--- config.mk ---
export PLATFORM = sky130hd
export DESIGN_NAME = alu_share_ctrl
export DESIGN_NICKNAME = d
export VERILOG_FILES = /design/src/rtl/alu_share_ctrl.sv
export SDC_FILE = /design/constraint.sdc
export NUM_CORES = 1
export LEC_CHECK = 0
export CAP_MARGIN = 0
export CORE_MARGIN = 3
export CORE_UTILIZATION = 35
export CTS_CLUSTER_DIAMETER = 120
export DETAILED_ROUTE_END_ITERATION = 10
export PLACE_DENSITY_LB_ADDON = 0.2
export SYNTH_ARGS = -nofsm -noshare
export SYNTH_HDL_FRONTEND = slang
export SYNTH_SLANG_ARGS = --single-unit
--- constraint.sdc ---
create_clock -name clk -period 3.8 [get_ports clk]
set_input_delay 0.76 -clock clk [delete_from_list [all_inputs] [get_ports clk]]
set_output_delay 0.76 -clock clk [all_outputs]
set_load 0.02 [all_outputs]
--- src/rtl/alu_share_ctrl.sv ---
// alu_share_ctrl: shares one external ALU between two requesters.
// Round-robin grant, one operation in flight (IDLE -> EXEC -> RESP).
// The ALU inputs, the result and the captured flags are registered. Each result
// is returned over a valid/ready handshake. This block owns the architectural
// {Z,V,N} flag register and updates it when a response is accepted.
// Optional feature: define ALU_ERR_STICKY_EN to build the sticky error bit.
// Without it, err_sticky is tied low and err_clr is ignored.
module alu_share_ctrl #(
    parameter int unsigned WIDTH    = 16,
    parameter int unsigned OPW      = 3,
    parameter logic [2:0]  FLAG_RST = 3'b000
) (
    input  logic             clk,
    input  logic             rst,

    input  logic             req0_valid,
    output logic             req0_ready,
    input  logic [OPW-1:0]   req0_op,
    input  logic [WIDTH-1:0] req0_a,
    input  logic [WIDTH-1:0] req0_b,

    input  logic             req1_valid,
    output logic             req1_ready,
    input  logic [OPW-1:0]   req1_op,
    input  logic [WIDTH-1:0] req1_a,
    input  logic [WIDTH-1:0] req1_b,

    output logic [WIDTH-1:0] alu_in1,
    output logic [WIDTH-1:0] alu_in2,
    output logic [OPW-1:0]   alu_op,
    input  logic [WIDTH-1:0] alu_out,
    input  logic             alu_err,
    input  logic [2:0]       alu_flags,

    output logic             rsp_valid,
    input  logic             rsp_ready,
    output logic             rsp_id,
    output logic [WIDTH-1:0] rsp_data,
    output logic             rsp_err,

    output logic [2:0]       flags,
    output logic             err_sticky,
    input  logic             err_clr
);

    typedef enum logic [1:0] {
        ST_IDLE = 2'd0,
        ST_EXEC = 2'd1,
        ST_RESP = 2'd2
    } state_e;

    typedef enum logic [2:0] {
        OP_ADD    = 3'd0,
        OP_SUB    = 3'd1,
        OP_XOR    = 3'd2,
        OP_RED    = 3'd3,
        OP_SLL    = 3'd4,
        OP_SRA    = 3'd5,
        OP_ROR    = 3'd6,
        OP_PADSUB = 3'd7
    } opcode_e;

    state_e           state_q;
    logic             ptr_q;        // side that wins when both requesters are valid
    logic [WIDTH-1:0] alu_in1_q;
    logic [WIDTH-1:0] alu_in2_q;
    logic [OPW-1:0]   alu_op_q;
    logic             rsp_valid_q;
    logic             rsp_id_q;
    logic [WIDTH-1:0] rsp_data_q;
    logic             rsp_err_q;
    logic [2:0]       rsp_flags_q;  // ALU flags captured with the result
    logic [2:0]       flags_q;
    logic [2:0]       flags_d;

    logic             grant_vld;
    logic             grant_id;
    logic             accept;
    logic             rsp_hs;

    // Round-robin grant: a lone valid requester wins; ties go to ptr_q.
    always_comb begin
        grant_vld = 1'b0;
        grant_id  = ptr_q;
        if (req0_valid && req1_valid) begin
            grant_vld = 1'b1;
            grant_id  = ptr_q;
        end else if (req0_valid) begin
            grant_vld = 1'b1;
            grant_id  = 1'b0;
        end else if (req1_valid) begin
            grant_vld = 1'b1;
            grant_id  = 1'b1;
        end
    end

    // The ready outputs are forced low while reset is asserted.
    assign accept     = ~rst & (state_q == ST_IDLE) & grant_vld;
    assign req0_ready = accept & ~grant_id;
    assign req1_ready = accept &  grant_id;
    assign rsp_hs     = rsp_valid_q & rsp_ready;

    // Flag update on response accept, masked by the opcode that produced it.
    always_comb begin
        flags_d = flags_q;
        if (rsp_hs) begin
            case (opcode_e'(alu_op_q[2:0]))
                OP_ADD, OP_SUB: flags_d = rsp_flags_q;
                OP_XOR, OP_SLL, OP_SRA, OP_ROR: flags_d[2] = rsp_flags_q[2];
                default: flags_d = flags_q;
            endcase
        end
    end

    // Control FSM with registered ALU operands, response and flags.
    always_ff @(posedge clk or posedge rst) begin
        if (rst) begin
            state_q     <= ST_IDLE;
            ptr_q       <= 1'b0;
            alu_in1_q   <= '0;
            alu_in2_q   <= '0;
            alu_op_q    <= '0;
            rsp_valid_q <= 1'b0;
            rsp_id_q    <= 1'b0;
            rsp_data_q  <= '0;
            rsp_err_q   <= 1'b0;
            rsp_flags_q <= '0;
            flags_q     <= FLAG_RST;
        end else begin
            flags_q <= flags_d;
            case (state_q)
                ST_IDLE: begin
                    if (grant_vld) begin
                        alu_in1_q <= grant_id ? req1_a  : req0_a;
                        alu_in2_q <= grant_id ? req1_b  : req0_b;
                        alu_op_q  <= grant_id ? req1_op : req0_op;
                        rsp_id_q  <= grant_id;
                        ptr_q     <= ~grant_id;
                        state_q   <= ST_EXEC;
                    end
                end
                ST_EXEC: begin
                    rsp_data_q  <= alu_out;
                    rsp_err_q   <= alu_err;
                    rsp_flags_q <= alu_flags;
                    rsp_valid_q <= 1'b1;
                    state_q     <= ST_RESP;
                end
                ST_RESP: begin
                    if (rsp_ready) begin
                        rsp_valid_q <= 1'b0;
                        state_q     <= ST_IDLE;
                    end
                end
                default: begin
                    rsp_valid_q <= 1'b0;
                    state_q     <= ST_IDLE;
                end
            endcase
        end
    end

`ifdef ALU_ERR_STICKY_EN
    logic sticky_q;
    logic sticky_d;

    // Sticky error: set on an accepted error response (set beats clear).
    always_comb begin
        sticky_d = sticky_q;
        if (rsp_hs && rsp_err_q) begin
            sticky_d = 1'b1;
        end else if (err_clr) begin
            sticky_d = 1'b0;
        end
    end

    // Sticky error register.
    always_ff @(posedge clk or posedge rst) begin
        if (rst) begin
            sticky_q <= 1'b0;
        end else begin
            sticky_q <= sticky_d;
        end
    end

    assign err_sticky = sticky_q;
`else
    logic unused_err_clr;

    assign unused_err_clr = err_clr;
    assign err_sticky     = 1'b0;
`endif

    assign alu_in1   = alu_in1_q;
    assign alu_in2   = alu_in2_q;
    assign alu_op    = alu_op_q;
    assign rsp_valid = rsp_valid_q;
    assign rsp_id    = rsp_id_q;
    assign rsp_data  = rsp_data_q;
    assign rsp_err   = rsp_err_q;
    assign flags     = flags_q;

endmodule

== After elaboration in Yosys (flattened, before gate mapping) ==
Cells that the tools add are included.

* Bits in registers: 63
* Input port bits: 96

* Equality and inequality tests: 9
* Reduce and logical (&&, ||, !) cells: 10
* Bitwise logic cells: 8
* Multiplexer cells: 14

{| class="wikitable"
|+ Operators by type and width
! cell !! number
|-
| two-way mux 16 bit || 2
|-
| AND reduction 2 bit || 5
|-
| == test 3 bit, second input constant || 3
|-
| two-way mux 1 bit || 7
|-
| one-hot mux 2 bit (3 select lines) || 1
|-
| OR reduction 6 bit || 1
|-
| bitwise AND 1 bit || 5
|-
| two-way mux 2 bit || 2
|-
| inequality test 2 bit, second input constant || 2
|-
| == test 3 x 1 -> 1 bit, second input constant || 1
|-
| == test 3 x 2 -> 1 bit, second input constant || 1
|-
| zero test 3 bit || 1
|-
| two-way mux 3 bit || 1
|-
| inverter 1 bit || 3
|-
| one-hot mux 1 bit (3 select lines) || 1
|-
| == test 2 x 1 -> 1 bit, second input constant || 1
|-
| == test 2 bit, second input constant || 1
|-
| zero test 2 bit || 1
|-
| OR reduction 2 bit || 1
|-
| logical AND 1 bit || 1
|}

== Longest topological paths before layout ==
* Depth in word-level cells: 5
* Depth in mapped cells: 5
* Gate-level depth less buffers: 3

== Least setup slack after synthesis ==
No wires, ideal clock.

* Kind: input to output
* From: input req1_valid
* To: output req0_ready
* Data arrival time: 1,657 ps
* Buffers on the path: 1
* Cell stages on the path: 4
* Setup slack: 1,383 ps
* Path through: buf_2 -> nor2b_1 -> a21o_1 -> nor3_1

* Longest elaborated chain between the ends: 5
* Elaborated cells on any way between the ends: 10

{| class="wikitable"
|+ Ends and longest elaborated chain
! item !! line !! text
|-
| from (decl) || 22 || <nowiki>input logic req1_valid,</nowiki>
|-
| two-way mux 1 bit || 91 || <nowiki>end else if (req1_valid) begin</nowiki>
|-
| two-way mux 1 bit || 88 || <nowiki>end else if (req0_valid) begin</nowiki>
|-
| two-way mux 1 bit || 85 || <nowiki>if (req0_valid && req1_valid) begin</nowiki>
|-
| bitwise AND 1 bit / inverter 1 bit (equally long branches) || 98, 99 ||
|-
| bitwise AND 1 bit * || 99 || <nowiki>assign req0_ready = accept & ~grant_id;</nowiki>
|-
| to (decl) || 17 || <nowiki>output logic req0_ready,</nowiki>
|}

Mark *: on every way between the ends. The rest lies on a longest branch, timed or not.

== Worst setup path in the final report ==
* From: input req1_valid
* To: output req1_ready

* Longest elaborated chain between the ends: 5
* Elaborated cells on any way between the ends: 9

{| class="wikitable"
|+ Ends and longest elaborated chain
! item !! line !! text
|-
| two-way mux 1 bit || 91 ||
|-
| two-way mux 1 bit || 88 ||
|-
| two-way mux 1 bit || 85 ||
|-
| bitwise AND 1 bit || 98 || <nowiki>assign accept = ~rst & (state_q == ST_IDLE) & grant_vld;</nowiki>
|-
| bitwise AND 1 bit * || 100 || <nowiki>assign req1_ready = accept & grant_id;</nowiki>
|-
| to (decl) || 23 || <nowiki>output logic req1_ready,</nowiki>
|}

Marks and branches as above.

==> results.md <==
- Ranked by total cell area, the synthesized netlist is headed by dfrtp_1, o2111ai_1, mux2_2.
- The total via count in the routed design is roughly 3100.
- The tool flagged a number of max-cap violations equal to 0.
- The kind of capture point of the worst setup path is an output port.
- The number of filler instances in the final layout is approximately 740.
- The launch instance of the worst register-to-register path is ptr_q.
- In this run the worst path has a maximum fanout of 11.
- In the synthesized netlist, the number of instances is 292.
- Data on the critical path arrives at its endpoint at about 2.7 ns.
- For this design, the CTS-stage hold fixing added 0 buffers.
- The worst setup path is of the in2out kind.
- After legalization and detailed placement, the total HPWL measured 6850 um.
- The clock sink count is 63.
- The share of the synthesized area in compound gates (AO/OA/AOI/OAI) is roughly 27%.
- The number of hold-slack violations in the final timing report came to 0.
- The dominant combinational cell family by area after synthesis is compound AO/OA/AOI/OAI gates.
- Derived from the worst setup path, the maximum achievable clock frequency is 289 MHz.
- The clock transition at the registers of the reported paths is ~0.070 ns.
- The flop and latch count out of synthesis is 63.
- For this block, the routed nets add up to just over 10000 um of wire.
- The Yosys step of the flow raised 0 warnings.
- The TritonCTS clock tree is done.
- Summing the areas of all and, or, nand and nor instances in the mapped netlist gives slightly below 8% of the synthesized area.
- After detailed routing, the number of vias per cell comes to 5.73.
- Including well taps, the total number of placed cells is 520.
- The share of synthesized area spent on multiplexers is approximately 8.2%.
- The post-route netlist has 12.1% of its cells at a drive strength greater than 1.
- The worst-case IR drop observed on VDD is between 0.4 and 0.5 mV.
- The floorplan step defined a die boundary enclosing 10200 um^2.
- TritonCTS created 9 clock buffers.
- A synthesized cell averages 10.8 um^2.
- For the worst flop-to-flop path, the logic depth is 4.
- Global routing consumed, over all layers together, 20.7% of the routing resources.
- The flow ran to the end, and the final reports show no timing, DRC or antenna violations.
- The static power due to leakage is ~1.9 nW.
- The tree is rooted in a clkbuf_8.
- The number of pins with negative max-slew slack in the final report is 0.
- The number of antenna violations at the first check in global routing is 0.
- The number of search-and-repair iterations in the first detailed-routing pass is 4.
- The worst hold path begins at rsp_data[8].
- The number of rows created at floorplan is 33.
- No sink is reached through more buffers than the 2 on the longest clock path.
- The count of cell types in the netlist is 27.
- The power density over the cells is 801 nW/um^2.
- The count of buffers inserted at the top-level ports is between 150 and 200.
- Pin placement for this block handled 156 I/O pins.
- The final weighted congestion of routability-driven global placement is approximately 0.78.
- The remaining number of nets flagged by the antenna check after routing is 0.
- The post-synthesis net count is approximately 390.
- For the worst setup path, the data required time is 3.04 ns.
- In this run the critical register-to-register path is captured at alu_op[0].
- Leaving out fill and tap cells, the most frequent cell in the layout is clkdlybuf4s50_1.
- The worst setup path is launched from an input port.
- The overall die width is 101 um.
- Subtracting the final worst setup slack from the clock period gives 3.46 ns.
- The relative area change from synthesis to final layout is 54.7%.
- The number of antenna diodes in the final layout is 0.
- The number of global-route vias before repair was approximately 3300.
- The number of nets in the layout is 522.
- The post-synthesis instance area is about 3100 um^2.
- In this run the tightest slew margin relative to its limit is 30.7%.
- The area fraction of the dominant cell type after synthesis is 50.1%.
- Setup violations remaining at the end of the flow were counted as 0.
- The top cell type by total area after synthesis is dfrtp_1.
- Setup repair after global routing left no endpoint under its margin.
- The depth of the worst hold-timing path is 1.
- In this run, the number of DRC markers left after iteration 0 of detailed routing was 139.
- The height of the chip is 101 um.
- The effective utilization at floorplan is 37.2%.
- The number of remaining DRC errors is 0.
- The post-synthesis share of cell area spent on full adders, half adders and majority gates is 0%.
- The library cells used most frequently in the layout, excluding fill and tap cells, are clkdlybuf4s50_1, o2111ai_1, dfrtp_1.
- Summed over all failing endpoints, the final setup total negative slack is 0 ns.
- The average routed wire per standard cell is 19.2 um.
- At the pin with the least slew margin, the transition time is slightly above 1 ns.
- Summed over all layers, the global routing overflow is 0.
- The worst hold path belongs to the class reg2reg.
- For the worst-skew pair, the clock arrives at the later sink with an insertion delay of 0.33 ns.
- Gates resized during post-CTS repair numbered 0.
- The proportion of synthesized chip area in sequential cells is 50.1%.
- After clock tree synthesis, the setup repair step added 0 buffers.
- The core region is 8460 um^2.
- The number of non-filler instances in the completed layout is 536.
- The first global-routing pass estimated 16900 um of wire.
- The level count of the clock H-tree is 3.
- The final worst clock skew is 0.00861 ns.
- The final period utilization is 91.1%.
- The terminating pin of the worst hold path is rsp_data[8].
- Entering global routing, the biggest net connects 71 pins.
- The post-synthesis xor/xnor area fraction is 0%.
- The internal reg-to-reg setup slack is 1.83 ns.
- The core utilization of the finished layout is between 50% and 60%.
[critical path, stage by stage]
cell and delay [ns]:
clkdlybuf4s50_1 0.72, nor2b_1 0.23, a21oi_1 0.09, nor3_1 0.24, clkdlybuf4s50_1 0.66
[power by group]
part	internal (mW)	switching, mW
logic	0.971	1.14
clock network	0.301	0.264
registers	1.01	0.215
[routing by layer]
layer	global-route usage, %	vias up	wire length [um]
li1	-	1437	-
met1	28.4	1471	4480
met2	32.2	146	4800
met3	3.88	17	813
met4	8.29	0	206
met5	0	-	0
[state kept, by name, indices dropped and copies added (netlist names), 2 cells and up]
name,cells
rsp_data,16
alu_in1,16
alu_op,3
state_q,2
flags,3
alu_in2,16
rsp_flags_q,3
[per-stage QoR]
step	cell area, um^2	hold slack (ns)	worst slack [ns]	power (mW)
CTS	4870	0.494	0.383	3.93
finish	4870	0.489	0.338	3.90
floorplan	3150	0.475	1.38	2.46
global route	4870	0.517	0.266	4.15
detailed placement	4680	0.477	0.406	3.36
global placement	4680	0.470	0.373	3.32
[worst max-delay path by stage]
stage / startpoint / endpoint / cells after the start
after CTS: req1_valid / req1_ready / 5
after detailed placement: req1_valid / req1_ready / 5
after global routing: req1_valid / req1_ready / 5
final: req1_valid / req1_ready / 5
after floorplan: req1_valid / req0_ready / 4
after global placement: req1_valid / req0_ready / 5
[synthesized netlist by cell type]
library cell,n
o21a_1,1
dfrtp_1,63
nand3_1,35
buf_2,16
o21ai_1,33
conb_1,1
nor2b_2,1
or2_1,1
inv_1,2
buf_4,3
nor3_1,3
nor2_4,1
nand2_1,1
buf_6,3
nor2b_1,1
clkbuf_1,13
mux2_1,1
o21ai_0,8
buf_1,3
a21oi_1,2
nand2b_1,1
o2111ai_1,70
mux2_2,22
a21o_1,2
nor2_2,1
nor2_1,1
inv_2,3
[kinds of logic after synthesis]
family                 Yosys count
buffers and inverters           43
flip-flops                      63
AO/OA/AOI/OAI                  116
multiplexers                    23
other                            1
AND/OR/NAND/NOR                 46
[layout make-up]
type / count / area [um^2] / share of cell area, %
clock buffer: 10 / 128 / 2.62
clock inverter: 6 / 61.3 / 1.26
inverter: 5 / 18.8 / 0.386
multi-input combinational: 186 / 1360 / 28.0
sequential: 63 / 1580 / 32.4
tap: 105 / 131 / 2.70
timing repair buffer: 161 / 1590 / 32.7
Power figures use the tool's default switching activity.
